`config.mk`:
```
export PLATFORM = sky130hd
export DESIGN_NAME = hb_interp2_mc
export DESIGN_NICKNAME = d
export VERILOG_FILES = /design/src/rtl/hb_interp_pkg.sv /design/src/rtl/hb_lane.sv /design/src/rtl/hb_interp2_mc.sv
export SDC_FILE = /design/constraint.sdc
export NUM_CORES = 1
export LEC_CHECK = 0
export ABC_AREA = 1
export CORE_MARGIN = 2
export CORE_UTILIZATION = 55
export CTS_BUF_LIST = sky130_fd_sc_hd__clkbuf_16
export DETAILED_ROUTE_END_ITERATION = 8
export PLACE_DENSITY = 0.72
export REMOVE_ABC_BUFFERS = 1
export SYNTH_ARGS = -nofsm -noshare
export SYNTH_HDL_FRONTEND = slang
export SYNTH_HIERARCHICAL = 1
export SYNTH_SLANG_ARGS = --single-unit
```
`constraint.sdc`:
```
create_clock -name clock -period 6.2 [get_ports clock]
set_input_delay 1.24 -clock clock [delete_from_list [all_inputs] [get_ports clock]]
set_output_delay 1.24 -clock clock [all_outputs]
set_load 0.005 [all_outputs]
```
`src/rtl/hb_interp_pkg.sv`:
```
// Shared constants, helpers and FSM encoding for the 2x halfband interpolator.
package hb_interp_pkg;

  localparam int unsigned G_W   = 16;
  localparam int unsigned G_LEN = 2;

  // Even-branch taps for K=2, Q1.15, from h = [-1,0,9,16,9,0,-1]/32 with the x2 interpolation gain
  localparam logic signed [G_W-1:0] G [G_LEN] = '{-16'sd2048, 16'sd18432};

  function automatic int unsigned acc_width(int unsigned dw, int unsigned cw, int unsigned k);
    return dw + cw + $clog2(k) + 1;
  endfunction

  function automatic longint rnd_const(int unsigned cw);
    return longint'(1) <<< (cw - 2);
  endfunction

  typedef enum logic [1:0] {
    EMPTY,
    PH0,
    PH1
  } state_t;

endpackage

```
`src/rtl/hb_lane.sv`:
```
// One lane: delay line, symmetric pre-add MAC, round/saturate and bypass mux.
module hb_lane
  import hb_interp_pkg::*;
#(
  parameter int unsigned DATA_W = 16,
  parameter int unsigned COEF_W = 16,
  parameter int unsigned K      = 2
) (
  input  logic              clock,
  input  logic              reset,
  input  logic              load,
  input  logic              bypass,
  input  logic [DATA_W-1:0] x,
  output logic [DATA_W-1:0] ev,
  output logic [DATA_W-1:0] od
);

  localparam int unsigned NT     = 2 * K;
  localparam int unsigned PRE_W  = DATA_W + 1;
  localparam int unsigned PROD_W = PRE_W + COEF_W;
  localparam int unsigned ACC_W  = acc_width(DATA_W, COEF_W, K);

  localparam logic signed [ACC_W-1:0] RNDV = ACC_W'(rnd_const(COEF_W));
  localparam logic signed [ACC_W-1:0] MAXV = ACC_W'((longint'(1) <<< (DATA_W - 1)) - longint'(1));
  localparam logic signed [ACC_W-1:0] MINV = ACC_W'(-(longint'(1) <<< (DATA_W - 1)));

  // The oldest tap of the 2K-deep line is never read, so only 2K-1 are stored.
  logic signed [DATA_W-1:0] d [NT-1];
  logic signed [DATA_W-1:0] t [NT];
  logic signed [PRE_W-1:0]  pre;
  logic signed [PROD_W-1:0] prod;
  logic signed [ACC_W-1:0]  acc;
  logic signed [ACC_W-1:0]  sum_r;
  logic signed [ACC_W-1:0]  sh;
  logic signed [DATA_W-1:0] y;

  always_comb begin
    t[0] = x;
    for (int unsigned j = 1; j < NT; j++) begin
      t[j] = d[j-1];
    end
  end

  always_comb begin
    pre  = '0;
    prod = '0;
    acc  = '0;
    for (int unsigned j = 0; j < K; j++) begin
      pre  = PRE_W'(t[j]) + PRE_W'(t[NT-1-j]);
      prod = PROD_W'(pre) * PROD_W'(COEF_W'(G[j]));
      acc  = acc + ACC_W'(prod);
    end
    sum_r = acc + RNDV;
    sh    = sum_r >>> (COEF_W - 1);
    if (sh > MAXV) begin
      y = MAXV[DATA_W-1:0];
    end else if (sh < MINV) begin
      y = MINV[DATA_W-1:0];
    end else begin
      y = sh[DATA_W-1:0];
    end
  end

  always_ff @(posedge clock) begin
    if (reset) begin
      for (int unsigned j = 0; j < NT - 1; j++) begin
        d[j] <= '0;
      end
      ev <= '0;
      od <= '0;
    end else if (load) begin
      d[0] <= x;
      for (int unsigned j = 1; j < NT - 1; j++) begin
        d[j] <= d[j-1];
      end
      ev <= bypass ? x : y;
      od <= bypass ? x : t[K-1];
    end
  end

endmodule

```
`src/rtl/hb_interp2_mc.sv`:
```
// 2x halfband interpolator, N_CH lanes, valid/ready on a single clock; even phase then odd phase.
module hb_interp2_mc
  import hb_interp_pkg::*;
#(
  parameter int unsigned DATA_W = 16,
  parameter int unsigned COEF_W = 16,
  parameter int unsigned N_CH   = 2,
  parameter int unsigned K      = 2
) (
  input  logic                     clock,
  input  logic                     reset,
  input  logic                     io_in_valid,
  output logic                     io_in_ready,
  input  logic [N_CH*DATA_W-1:0]   io_in_data,
  input  logic                     io_bypass,
  output logic                     io_out_valid,
  input  logic                     io_out_ready,
  output logic [N_CH*DATA_W-1:0]   io_out_data
);

  state_t state, state_nxt;
  logic   accept, xfer;
  logic [N_CH*DATA_W-1:0] ev_bus, od_bus;

  assign io_in_ready  = !reset && ((state == EMPTY) || (state == PH1 && io_out_ready));
  assign io_out_valid = (state != EMPTY);
  assign accept       = io_in_valid && io_in_ready;
  assign xfer         = io_out_valid && io_out_ready;

  for (genvar c = 0; c < N_CH; c++) begin : g_lane
    hb_lane #(
      .DATA_W (DATA_W),
      .COEF_W (COEF_W),
      .K      (K)
    ) u_lane (
      .clock  (clock),
      .reset  (reset),
      .load   (accept),
      .bypass (io_bypass),
      .x      (io_in_data[c*DATA_W +: DATA_W]),
      .ev     (ev_bus[c*DATA_W +: DATA_W]),
      .od     (od_bus[c*DATA_W +: DATA_W])
    );
  end

  always_comb begin
    state_nxt = state;
    unique case (state)
      EMPTY:   if (accept) state_nxt = PH0;
      PH0:     if (xfer) state_nxt = PH1;
      PH1:     if (xfer) state_nxt = accept ? PH0 : EMPTY;
      default: state_nxt = EMPTY;
    endcase
  end

  always_comb begin
    case (state)
      PH0:     io_out_data = ev_bus;
      PH1:     io_out_data = od_bus;
      default: io_out_data = '0;
    endcase
  end

  always_ff @(posedge clock) begin
    if (reset) begin
      state <= EMPTY;
    end else begin
      state <= state_nxt;
    end
  end

endmodule

```
=== Yosys cells after proc, flatten, opt, wreduce, memory -nomap -nowiden ===
Memory sizes are Yosys's and may differ from the RTL's.
Index checks and enable logic that the tools add are counted.

* Bits in registers: 66
* Bits in writable memories: 96
* Input port bits: 37
* Output and inout port bits: 34
* Memories: 2

{| class="wikitable"
|+ Memories
! memory !! depth !! width !! rd ports !! clocked after memory_dff !! wr ports !! line !! RTL
|-
| g_lane[0].u_lane.d || 3 || 16 || 3 || 0 || 3 || hb_lane.sv:28 || <nowiki>logic signed [DATA_W-1:0] d [NT-1];</nowiki>
|-
| g_lane[1].u_lane.d || 3 || 16 || 3 || 0 || 3 || hb_lane.sv:28 ||
|}

* Add/sub/neg operators: 10
* Multiply operators: 2
* Magnitude comparators: 4
* Equal/unequal tests: 5
* Muxes and demuxes: 25
* Bitwise gates (word level): 6
* Reduce and logical (&&, ||, !) cells: 9

{| class="wikitable"
|+ Operators by type and width
! kind !! number
|-
| 16-bit two-way mux || 14
|-
| 16-bit by 16-bit adder with 17-bit output || 4
|-
| 33-bit by 33-bit adder with 34-bit output || 2
|-
| 34-bit by 16-bit adder with 34-bit output (second input constant) || 2
|-
| 32-bit one-hot mux with 2 select lines || 1
|-
| 17-bit by 5-bit multiplier with 22-bit output (second input constant) || 2
|-
| 17-bit negator with 22-bit output || 2
|-
| 19-bit by 16-bit > comparator with 1-bit output (second input constant) || 2
|-
| 19-bit by 16-bit < comparator with 1-bit output (second input constant) || 2
|-
| 1-bit two-way mux || 6
|-
| 2-bit two-way mux || 3
|-
| 2-bit != test (second input constant) || 3
|-
| 1-bit OR || 6
|-
| 2-bit one-hot mux with 3 select lines || 1
|-
| 1-bit logical AND || 4
|-
| 3-bit AND reduction || 1
|-
| 2-bit by 1-bit equality test with 1-bit output (second input constant) || 1
|-
| 2-bit equality test (second input constant) || 1
|-
| 2-bit logical NOT || 1
|-
| 2-bit nonzero test || 1
|-
| 1-bit logical NOT || 1
|-
| 1-bit logical OR || 1
|}

=== Longest topological paths before layout ===
Gate-level depths: netlist (run 1).

* Depth after elaboration: 9
* Depth in mapped cells: 38
* Gate-level depth less buffers: 37

=== By module ===
The synthesis (run 1) kept the hierarchy.

{| class="wikitable"
|+ Modules (own cells, without submodules)
! module !! instances !! cells each !! area each (sq um) !! seq. area each (sq um)
|-
| hb_lane || 2 || 985 || 7353.3 || 2082.0
|-
| hb_interp2_mc || 1 || 139 || 688.2 || 40.0
|}

=== Worst setup path before layout (run 1) ===
Ideal clock, no wire load.

* Kind: reg-to-reg
* Start: memory g_lane[0].u_lane.d[0][0]
* End: register g_lane[0].u_lane.ev[2]
* Setup time: 0.117 ns
* Arrival time: 4.900 ns
* Required time: 6.083 ns
* Setup slack: 1.183 ns
* Cell stages (with the launch flop): 36
* Path buffers: 1
* Path through: edfxtp_1 -> ha_1 -> inv_1 -> fa_1 -> o21ai_1 -> nand2_1 -> nand2_1 -> a21oi_1 -> xor2_1 -> inv_1 -> ha_1 -> ha_1 -> a21oi_1 -> o21ai_0 -> nand3_1 -> nand3_1 -> nand2_1 -> nand2_1 -> a21boi_0 -> xor2_1 -> ha_1 -> ha_1 -> nand2_2 -> nor2_2 -> inv_1 -> nor2_2 -> nand3_2 -> nand4_1 -> nand2_2 -> nor2_1 -> nand2_2 -> nand2_4 -> buf_12 -> nand2_1 -> nand2_1 -> nand2_1

{| class="wikitable"
|+ RTL lines
! element !! line !! RTL
|-
| start: declaration || hb_lane.sv:28 ||
|-
| end signal: assignment || hb_lane.sv:76 || <nowiki>ev <= bypass ? x : y;</nowiki>
|-
| end: declaration || hb_lane.sv:14 || <nowiki>output logic [DATA_W-1:0] ev,</nowiki>
|}

==> results.txt, run 1 <==
status: completed
CTS tree: built
Synth async-reset ratio: 0
total gr overflow: 0
drt total wl: 41.1 mm
yosys warns: 6
first-pass GRT wire length: 65.7 mm
CP peak stage delay: 0.41 ns
kind of critical path: reg -> reg
minimum clock period: 5.76 ns
RePlAce Congestion: 0.973
ANT cells: 0
CTS clk-pin slew, worst paths: 0.07 ns
final net count: 2,461
share of the synthesized area in the top cell type: 0.199
CTS H-tree lvls: 4
Vias: 13,950
clk sinks: 162
area used by multi-input combinational logic: 0.00977 mm²
Fin. Hold Viols: 0
Port Buf Inserts: 70
Max transition margin: 0.275
Min Hold Slack: 0.473 ns
worst hold path class: reg -> reg
Distinct cells, synth: 42
period utilisation layout: 0.929
Syn Area/Cell: 7.30 µm²
worst slew pin tran: 1.09 ns
Post-Synthesis Cells: 2,109
CP most frequent cell: nand2_1
Crit-path slowest cell: fa_1
Final Setup Violations: 0
DR vias/cell: 5.44
Area growth syn-to-layout: 11.2%
peak fanout along the critical path: 15
share of layout cells above drive strength 1: 0.0567
Syn Std Cell Area: 0.0154 mm²
core area: 0.0277 mm²
Root Buffer: clkbuf_16
register area share after synthesis: 0.273
Max Cap Viol: 0
cts repair resizes: 0
DP HPWL: 31.8 mm
initial antenna violation count: 0
DRT Pass-1 Iters: 5
Synth area leaders: ha_1 20%, edfxtp_1 19%, nand2_1 13%
Clock Tree Buf Depth: 2
DR iter-0 viols: 887
Slew Viols, Final: 0
Startpoint Class: flop
routed len/inst: 16.0 µm
Yosys reg bits: 162
Die Area: 0.0293 mm²
die span in x: 171 µm
Rows: 61
clock latency on the worst-skew pair: 0.43 ns
number of synthesized flops with an enable pin: 96
# IOs: 71
Initial Util: 0.556
Residual DRC: 0
die height: 171 µm
total CTS buffers: 17
register area: 0.00420 mm²
Post-CTS Setup Bufs: 0
CTS Hold Bufs: 0
Finished Cell Area: 0.0171 mm²
WP data required: 6.52 ns
post-route ant nets: 0
Placed Area: 0.0165 mm²
Top FF cell, synth: edfxtp_1
critical path arrival: 6.08 ns
largest net degree at the start of global routing: 55
top achievable clock speed: 174 MHz
vias in the first global route: 13,667
biggest area consumer among synthesized cells: ha_1
number of fill cells: 2,586
skew final: 0.0231 ns
crit end category: flop
GRT Overall Usage: 0.283
cells by family after synthesis:
group,after synthesis,synth area share
buffers and inverters,378,0.0974
DFF,162,0.273
adders and majority gates,251,0.207
AOI/OAI and AO/OA,335,0.127
and+or+nand+nor,873,0.233
xor gates and xnor gates,110,0.0626
through the flow:
stage | util | std cells | worst slack (ns) | TNS [ns]
finish | 0.618 | 2564 | 0.438 | 0
detailed placement | 0.594 | 2532 | 0.147 | 0
global route | 0.618 | 2564 | -0.0181 | -0.0442
floorplan | - | 2068 | 1.24 | 0
CTS | 0.615 | 2564 | 0.324 | 0
global placement | 0.594 | 2532 | 0.265 | 0
cells in the mapped netlist (3+ instances only):
master / n
a21boi_0: 6
o21bai_1: 10
o21ai_0: 63
nand2_2: 19
xnor2_1: 34
a21o_1: 10
a22oi_1: 36
fa_1: 6
a21oi_1: 169
nand2_4: 4
ha_1: 245
buf_1: 4
inv_1: 328
buf_6: 3
a31oi_1: 10
inv_2: 9
nor3_1: 30
buf_4: 6
o21ai_1: 3
clkbuf_1: 23
xor2_1: 76
nor2_2: 14
o21ai_2: 3
nand2_1: 546
buf_2: 3
o211ai_1: 4
nor2_1: 175
nand3_2: 4
a221o_1: 12
nand4_1: 13
edfxtp_1: 96
nand3_1: 62
dfxtp_1: 66
cell usage in the layout (no fill, tap or decap), types with 3 or more instances in the layout:
cell,netlist,routed
a21boi_0,6,4
dfxtp_1,66,66
nand3_2,4,5
o21ai_1,3,4
inv_1,328,326
clkbuf_16,0,18
nand3_1,62,61
inv_6,0,5
xnor2_1,34,34
nand2_1,546,546
nor2_2,14,17
a31oi_1,10,8
nand2_2,19,19
inv_2,9,11
nand4_1,13,13
o21ai_0,63,61
a21oi_1,169,168
ha_1,245,243
nor2_1,175,172
a221o_1,12,12
o21bai_1,10,10
edfxtp_1,96,96
o21ai_2,3,4
a21o_1,10,10
o211ai_1,4,4
a22oi_1,36,36
inv_8,0,3
xor2_1,76,76
clkdlybuf4s50_1,0,69
buf_4,6,16
fa_1,6,6
nor3_1,30,29
path summary, 6_finish.rpt:
path                                                        startpoint  slack [ns]                                   end  cells after the start
worst min-delay path              g_lane[0].u_lane/ev[12]$_SDFFE_PP0P_        0.47  g_lane[0].u_lane/ev[12]$_SDFFE_PP0P_                      2
worst max register to register  g_lane[1].u_lane/d[0][0]$_SDFFCE_PN0P_        0.44  g_lane[1].u_lane/ev[11]$_SDFFE_PP0P_                     32
worst min register to register    g_lane[0].u_lane/ev[12]$_SDFFE_PP0P_        0.47  g_lane[0].u_lane/ev[12]$_SDFFE_PP0P_                      2
worst max-delay path            g_lane[1].u_lane/d[0][0]$_SDFFCE_PN0P_        0.44  g_lane[1].u_lane/ev[11]$_SDFFE_PP0P_                     32
sequential cells by signal, indices dropped and copies added, names as in the netlist:
signal	cells
g_lane.u_lane/ev	32
state	2
g_lane.u_lane/d	96
g_lane.u_lane/od	32
worst max-delay path, delay by kind of cell (launching register included):
kind / cells / cell delay (ns)
DFF: 1 / 0.37
and+or+nand+nor: 19 / 1.96
AOI/OAI and AO/OA: 5 / 1.07
buffers and inverters: 1 / 0.06
adders and majority gates: 6 / 2.01
xor gates and xnor gates: 1 / 0.18
cell type report:
cell class,count,share of cell area
Clock buffer,18,0.0263
Clock inverter,14,0.00819
Inverter,337,0.0739
Multi-Input combinational cell,1569,0.571
Sequential cell,162,0.246
Tap cell,378,0.0276
Timing Repair Buffer,86,0.0477
layer usage:
layer	up-vias	wire length, µm	track usage	share of wire
li1	7021	-	-	-
met1	6490	17300	0.334	0.42
met4	0	1690	0.131	0.041
met3	85	1520	0.0285	0.037
met2	354	20600	0.515	0.50
met5	-	0	0	0
Power of run 1 is left out: the tool's default activity adds up to more than one toggle a clock period on the data nets, which glitch-free logic cannot reach.
==> run 2: changes to the inputs <==
Settings changed: CORE_MARGIN 2 to not set, REMOVE_ABC_BUFFERS 1 to not set.
==> run 2 against run 1 <==
Compared with the run above:
- non-clock buffer count shrank 2
- routed wire length grew 2.9%
- sequential share of layout area shrank 0.072 points
- worst hold slack lost 0.0051 ns
==> results.txt, run 2 (same netlist as run 1, synthesis figures left out) <==
core area: 0.0272 mm² (-1.9%)
Mapped Nets: 2,397
WP data required: 6.52 ns (about the same)
Most flops, register: g_lane.u_lane/d
CP peak stage delay: 0.45 ns (+0.04 ns)
final net count: 2,459 (-0.081%)
commonest cells after routing, fill and taps aside: 546 x nand2_1, 326 x inv_1, 238 x ha_1, 172 x nor2_1, 168 x a21oi_1
worst slew pin tran: 1.11 ns (+0.0274 ns)
worst hold path class: reg -> reg
share of layout cells above drive strength 1: 0.0591 (+0.00234)
status: completed
GRT Overall Usage: 0.299 (+0.0164)
CTS tree: built
Startpoint Class: flop
Root Buffer: clkbuf_16
CTS clk-pin slew, worst paths: 0.07 ns (about the same)
# IOs: 71 (unchanged)
CTS H-tree lvls: 4 (unchanged)
Fin. Hold Viols: 0 (unchanged)
clk sinks: 162 (unchanged)
Die Area: 0.0287 mm² (-2.3%)
Crit-path slowest cell: fa_1
Max transition margin: 0.257 (-0.0172)
crit end category: flop
routed len/inst: 16.5 µm (+3.2%)
DP HPWL: 33.1 mm (+4.1%)
total gr overflow: 0 (unchanged)
met1 Resource Use GR: 0.458 (+0.124)
period utilisation layout: 0.939 (+0.00940)
vias in the first global route: 13,184 (-3.5%)
Largest regs: g_lane.u_lane/d: 96 flops, g_lane.u_lane/ev: 32 flops, g_lane.u_lane/od: 32 flops
Finished Cell Area: 0.0172 mm² (+0.29%)
max reg flops: 96 (unchanged)
Clock Tree Buf Depth: 2 (unchanged)
top achievable clock speed: 172 MHz (-1.0%)
total CTS buffers: 17 (unchanged)
Placed Area: 0.0164 mm² (about the same)
Residual DRC: 0 (unchanged)
ANT cells: 0 (unchanged)
Total Neg Setup Slack: 0 ns (unchanged)
Port Buf Inserts: 70 (unchanged)
die height: 169 µm (-1.2%)
met2 Use GR: 0.437 (-0.0778)
Area growth syn-to-layout: 11.5%
Vias: 14,085 (+0.97%)
largest net degree at the start of global routing: 53 (-3.6%)
RSZ-0062 raised after global routing: false
Initial Util: 0.566 (+0.0108)
first-pass GRT wire length: 67.3 mm (+2.4%)
RePlAce Congestion: 0.932 (-4.2%)
final design utilization: 0.632 (+0.0139)
Final Setup Violations: 0 (unchanged)
CP most frequent cell: nand2_1
DR vias/cell: 5.51 (+1.3%)
drt total wl: 42.3 mm (+2.9%)
area used by multi-input combinational logic: 0.00984 mm² (+0.73%)
DRT Pass-1 Iters: 6 (+1)
Slew Viols, Final: 0 (unchanged)
die span in x: 169 µm (-1.2%)
critical path arrival: 6.14 ns (+0.06 ns)
number of fill cells: 2,518 (-2.6%)
initial antenna violation count: 0 (unchanged)
minimum clock period: 5.82 ns (+0.0583 ns)
skew final: 0.0144 ns (-0.00876 ns)
Rows: 60 (-1.6%)
DR iter-0 viols: 1,120 (+26%)
grt peak-use layer: met1
clock latency on the worst-skew pair: 0.44 ns (about the same)
post-route ant nets: 0 (unchanged)
met3 usage: 0.0506 (+0.0221)
kind of critical path: reg -> reg
register area: 0.00420 mm² (unchanged)
commonest non-fill, non-tap cell in the layout: nand2_1
peak fanout along the critical path: 15 (unchanged)
Max Cap Viol: 0 (unchanged)
run 2: cell types whose count changed in the layout (fill, tap and decap cells not counted), moves of 2 or more:
cell	change
buf_4	-2
clkinv_8	+3
ha_1	-5
ha_2	+3
ha_4	+2
inv_6	-2
inv_8	+2
o21ai_4	+2
run 2: per-stage QoR:
stage          hold slack (ns)  instances  setup slack, ns
2_1_floorplan            0.437       2109             1.18
3_3_place_gp             0.451       2524            0.193
3_5_place_dp             0.453       2524            0.200
4_1_cts                  0.473       2556            0.223
5_1_grt                  0.500       2556           0.0119
6_report                 0.468       2556            0.379
run 2: final timing paths:
check	slack (ns)	end	depth (start not counted)	startpoint
worst max register to register	0.38	g_lane[0].u_lane/ev[2]$_SDFFE_PP0P_	33	g_lane[0].u_lane/d[0][0]$_SDFFCE_PN0P_
worst min-delay path	0.47	g_lane[0].u_lane/ev[14]$_SDFFE_PP0P_	2	g_lane[0].u_lane/ev[14]$_SDFFE_PP0P_
worst max-delay path	0.38	g_lane[0].u_lane/ev[2]$_SDFFE_PP0P_	33	g_lane[0].u_lane/d[0][0]$_SDFFCE_PN0P_
worst min register to register	0.47	g_lane[0].u_lane/ev[14]$_SDFFE_PP0P_	2	g_lane[0].u_lane/ev[14]$_SDFFE_PP0P_
run 2: worst max-delay path: cells and delay by family, from the launching register on:
kind | cells | cell delay [ns]
buffers and inverters | 2 | 0.17
and+or+nand+nor | 18 | 1.86
xor gates and xnor gates | 2 | 0.53
adders and majority gates | 6 | 1.98
DFF | 1 | 0.37
AOI/OAI and AO/OA | 5 | 0.81
run 2: layout make-up:
| type | count | area share |
|---|---|---|
| Clock inverter | 15 | 0.00940 |
| Sequential cell | 162 | 0.245 |
| Multi-Input combinational cell | 1569 | 0.573 |
| Timing Repair Buffer | 84 | 0.0469 |
| Clock buffer | 17 | 0.0248 |
| Inverter | 337 | 0.0737 |
| Tap cell | 372 | 0.0271 |
run 2: timing repair:
item | in CTS | in global routing
endpoints found under the setup margin | 0 | 32
hold buffers | 0 | 0
gates resized for setup | 0 | 29
hold endpoints to repair | 0 | 0
setup buffers | 0 | 0
run 2: metal layers:
layer / wire length (µm) / up-vias
met2: 17100 / 547
met1: 20900 / 6494
met4: 464 / 0
met3: 3840 / 32
met5: 0 / -
li1: - / 7012
Power of run 2 is left out for the same reason.
==> run 3: changes to the inputs <==
Settings changed: SYNTH_HIERARCHICAL 1 to not set.
Clock period 6.2 ns to 7.1 ns, I/O delays scaled along.
==> run 3 against run 2 <==
Compared with the run above:
- clock skew about the same
- register-to-register slack improved by 0.16 ns
- global-route usage grew 0.19 points
- clock-buffer cell count is the same
- critical path type unchanged
- critical endpoint is now g_lane[1].u_lane.ev[9]$_SDFFE_PP0P_
==> results.txt, run 3 <==
status: completed
clk sinks: 162 (unchanged)
initial antenna violation count: 1 (+1)
Port Buf Inserts: 70 (unchanged)
kind of critical path: reg -> reg
peak fanout along the critical path: 15 (unchanged)
largest net degree at the start of global routing: 68 (+28%)
post-route ant nets: 0 (unchanged)
Post-Synthesis Cells: 2,204 (+4.5%)
first-pass GRT wire length: 68.3 mm (+1.4%)
minimum clock period: 6.56 ns (+0.743 ns)
Initial Util: 0.560 (-0.00637)
Post-synth top cells: 644 x nand2_1, 353 x inv_1, 245 x ha_1
final net count: 2,541 (+3.3%)
Clock Tree Buf Depth: 2 (unchanged)
CTS tree: built
biggest area consumer among synthesized cells: ha_1
routed len/inst: 16.3 µm (-1.7%)
DP HPWL: 34.0 mm (+2.6%)
Largest regs: g_lane.u_lane.d: 96 flops, g_lane.u_lane.ev: 32 flops, g_lane.u_lane.od: 32 flops
Hold Startpoint: g_lane[1].u_lane.od[15]$_SDFFE_PP0P_
RSZ-0062 raised after global routing: false
Finished Cell Area: 0.0172 mm² (+0.40%)
Syn Std Cell Area: 0.0156 mm² (+1.4%)
Max Cap Viol: 0 (unchanged)
total CTS buffers: 17 (unchanged)
Distinct cells, synth: 51 (+21%)
number of synthesized flops with an enable pin: 96 (unchanged)
top achievable clock speed: 152 MHz (-11%)
Synth async-reset ratio: 0 (unchanged)
CTS H-tree lvls: 4 (unchanged)
critical path arrival: 6.86 ns (+0.72 ns)
skew final: 0.0146 ns (+0.000204 ns)
Most flops, register: g_lane.u_lane.d
Total Neg Setup Slack: 0 ns (unchanged)
commonest cells after routing, fill and taps aside: 642 x nand2_1, 354 x inv_1, 245 x ha_1, 171 x a21oi_1, 168 x nor2_1
period utilisation layout: 0.924 (-0.0144)
crit path launch: g_lane[1].u_lane.d[0][2]$_SDFFCE_PN0P_
die span in x: 170 µm (+0.67%)
most frequent cell after synthesis: nand2_1
RePlAce Congestion: 0.961 (+3.1%)
crit end category: flop
Crit-path slowest cell: edfxtp_1
GRT Overall Usage: 0.301 (+0.00187)
DR vias/cell: 5.33 (-3.3%)
DRT Pass-1 Iters: 5 (-1)
Synth area leaders: ha_1 20%, edfxtp_1 18%, nand2_1 15%
Area growth syn-to-layout: 10.4%
DR iter-0 viols: 924 (-18%)
share of the synthesized area in the top cell type: 0.196 (-0.00267)
crit-path leading delay family: simple AND/OR/NAND/NOR gates
CP peak stage delay: 0.46 ns (about the same)
max reg flops: 96 (unchanged)
Die Area: 0.0290 mm² (+1.3%)
Vias: 14,087 (+0.014%)
Placed Area: 0.0166 mm² (+1.2%)
die height: 170 µm (+0.67%)
Placed Cells: 2,612 (+3.5%)
Syn Area/Cell: 7.08 µm² (-3.0%)
ANT cells: 0 (unchanged)
Residual DRC: 0 (unchanged)
worst slew pin tran: 0.773 ns (-0.341 ns)
Post-Place Setup Slack: 0.522 ns (+0.321 ns)
core area: 0.0279 mm² (+2.5%)
Buf+Inv Stages, Crit Path: 0 (-2)
Fin. Hold Viols: 0 (unchanged)
Slew Viols, Final: 0 (unchanged)
yosys warns: 0 (-6)
total gr overflow: 0 (unchanged)
RR Startpoint: g_lane[1].u_lane.d[0][2]$_SDFFCE_PN0P_
CP most frequent cell: nand2_1
share of layout cells above drive strength 1: 0.0468 (-0.0123)
Max transition margin: 0.485 (+0.228)
commonest non-fill, non-tap cell in the layout: nand2_1
worst hold path class: reg -> reg
drt total wl: 43.0 mm (+1.6%)
vias in the first global route: 13,776 (+4.5%)
Root Buffer: clkbuf_16
CTS clk-pin slew, worst paths: 0.08 ns (about the same)
clock latency on the worst-skew pair: 0.45 ns (about the same)
Rows: 61 (+1.7%)
Final Instance Count excl. Fillers: 2,644 (+3.4%)
Yosys reg bits: 162 (unchanged)
register area share after synthesis: 0.269 (-0.00366)
slack of the critical path: 0.536 ns (+0.157 ns)
Final Setup Violations: 0 (unchanged)
Mapped Nets: 2,492 (+4.0%)
# IOs: 71 (unchanged)
WP data required: 7.39 ns (+0.87 ns)
Top FF cell, synth: edfxtp_1
Startpoint Class: flop
[run 3: changes by cell type after synthesis, sizes merged, moves of 5 or more]
cell | before | now
a221o | 12 | 0
a22oi | 36 | 0
xnor2 | 34 | 40
a21oi | 170 | 184
a21o | 10 | 2
inv | 337 | 364
nand2 | 569 | 659
nor2 | 189 | 180
a31oi | 10 | 36
clkbuf | 23 | 28
o21ai | 69 | 60
nor3 | 30 | 11
[run 3: path summary, 6_finish.rpt]
kind	to	slack (ns)	cells after the start
worst max register to register	g_lane[1].u_lane.ev[9]$_SDFFE_PP0P_	0.54	33
worst min-delay path	g_lane[1].u_lane.od[15]$_SDFFE_PP0P_	0.47	2
worst min register to register	g_lane[1].u_lane.od[15]$_SDFFE_PP0P_	0.47	2
worst max-delay path	g_lane[1].u_lane.ev[9]$_SDFFE_PP0P_	0.54	33
[run 3: timing repair]
item / CTS / global route
setup endpoints to repair: 0 / 13
setup buffers: 0 / 0
hold buffers: 0 / 0
gates resized for setup: 0 / 1
[run 3: layout make-up]
| type | count | area [µm²] |
|---|---|---|
| fillers | 2607 | 10600 |
| multi-input cells | 1627 | 9820 |
| flip-flops and latches | 162 | 4200 |
| inverters | 365 | 1370 |
| repair buffers | 80 | 771 |
| well taps | 378 | 473 |
| clock buffers | 17 | 425 |
| clock inverters | 15 | 170 |
[run 3: layer usage]
| metal | global-route usage | part of all wire | wire length, µm |
|---|---|---|---|
| met1 | 0.348 | 0.41 | 17700 |
| met5 | 0 | 0.00044 | 19 |
| met2 | 0.563 | 0.51 | 21800 |
| met3 | 0.0353 | 0.045 | 1930 |
| met4 | 0.115 | 0.033 | 1440 |
[run 3: stage by stage]
step                       util  hold slack, ns
after floorplan               -           0.445
after global placement    0.597           0.453
after detailed placement  0.597           0.457
after CTS                 0.619           0.468
after global routing      0.619           0.479
final                     0.619           0.471
[run 3: cell families after synthesis]
group / after synthesis / share of synthesized area
buffers and inverters: 415 / 0.103
DFF: 162 / 0.269
and+or+nand+nor: 945 / 0.244
AOI/OAI and AO/OA: 317 / 0.115
adders and majority gates: 251 / 0.204
xor gates and xnor gates: 114 / 0.0645
[run 3: worst min-delay path, cell delays in order, from the launching register on]
cell	delay, ns
dfxtp_1	0.31
nand2_1	0.06
a21oi_1	0.06
Power of run 3 is left out for the same reason.
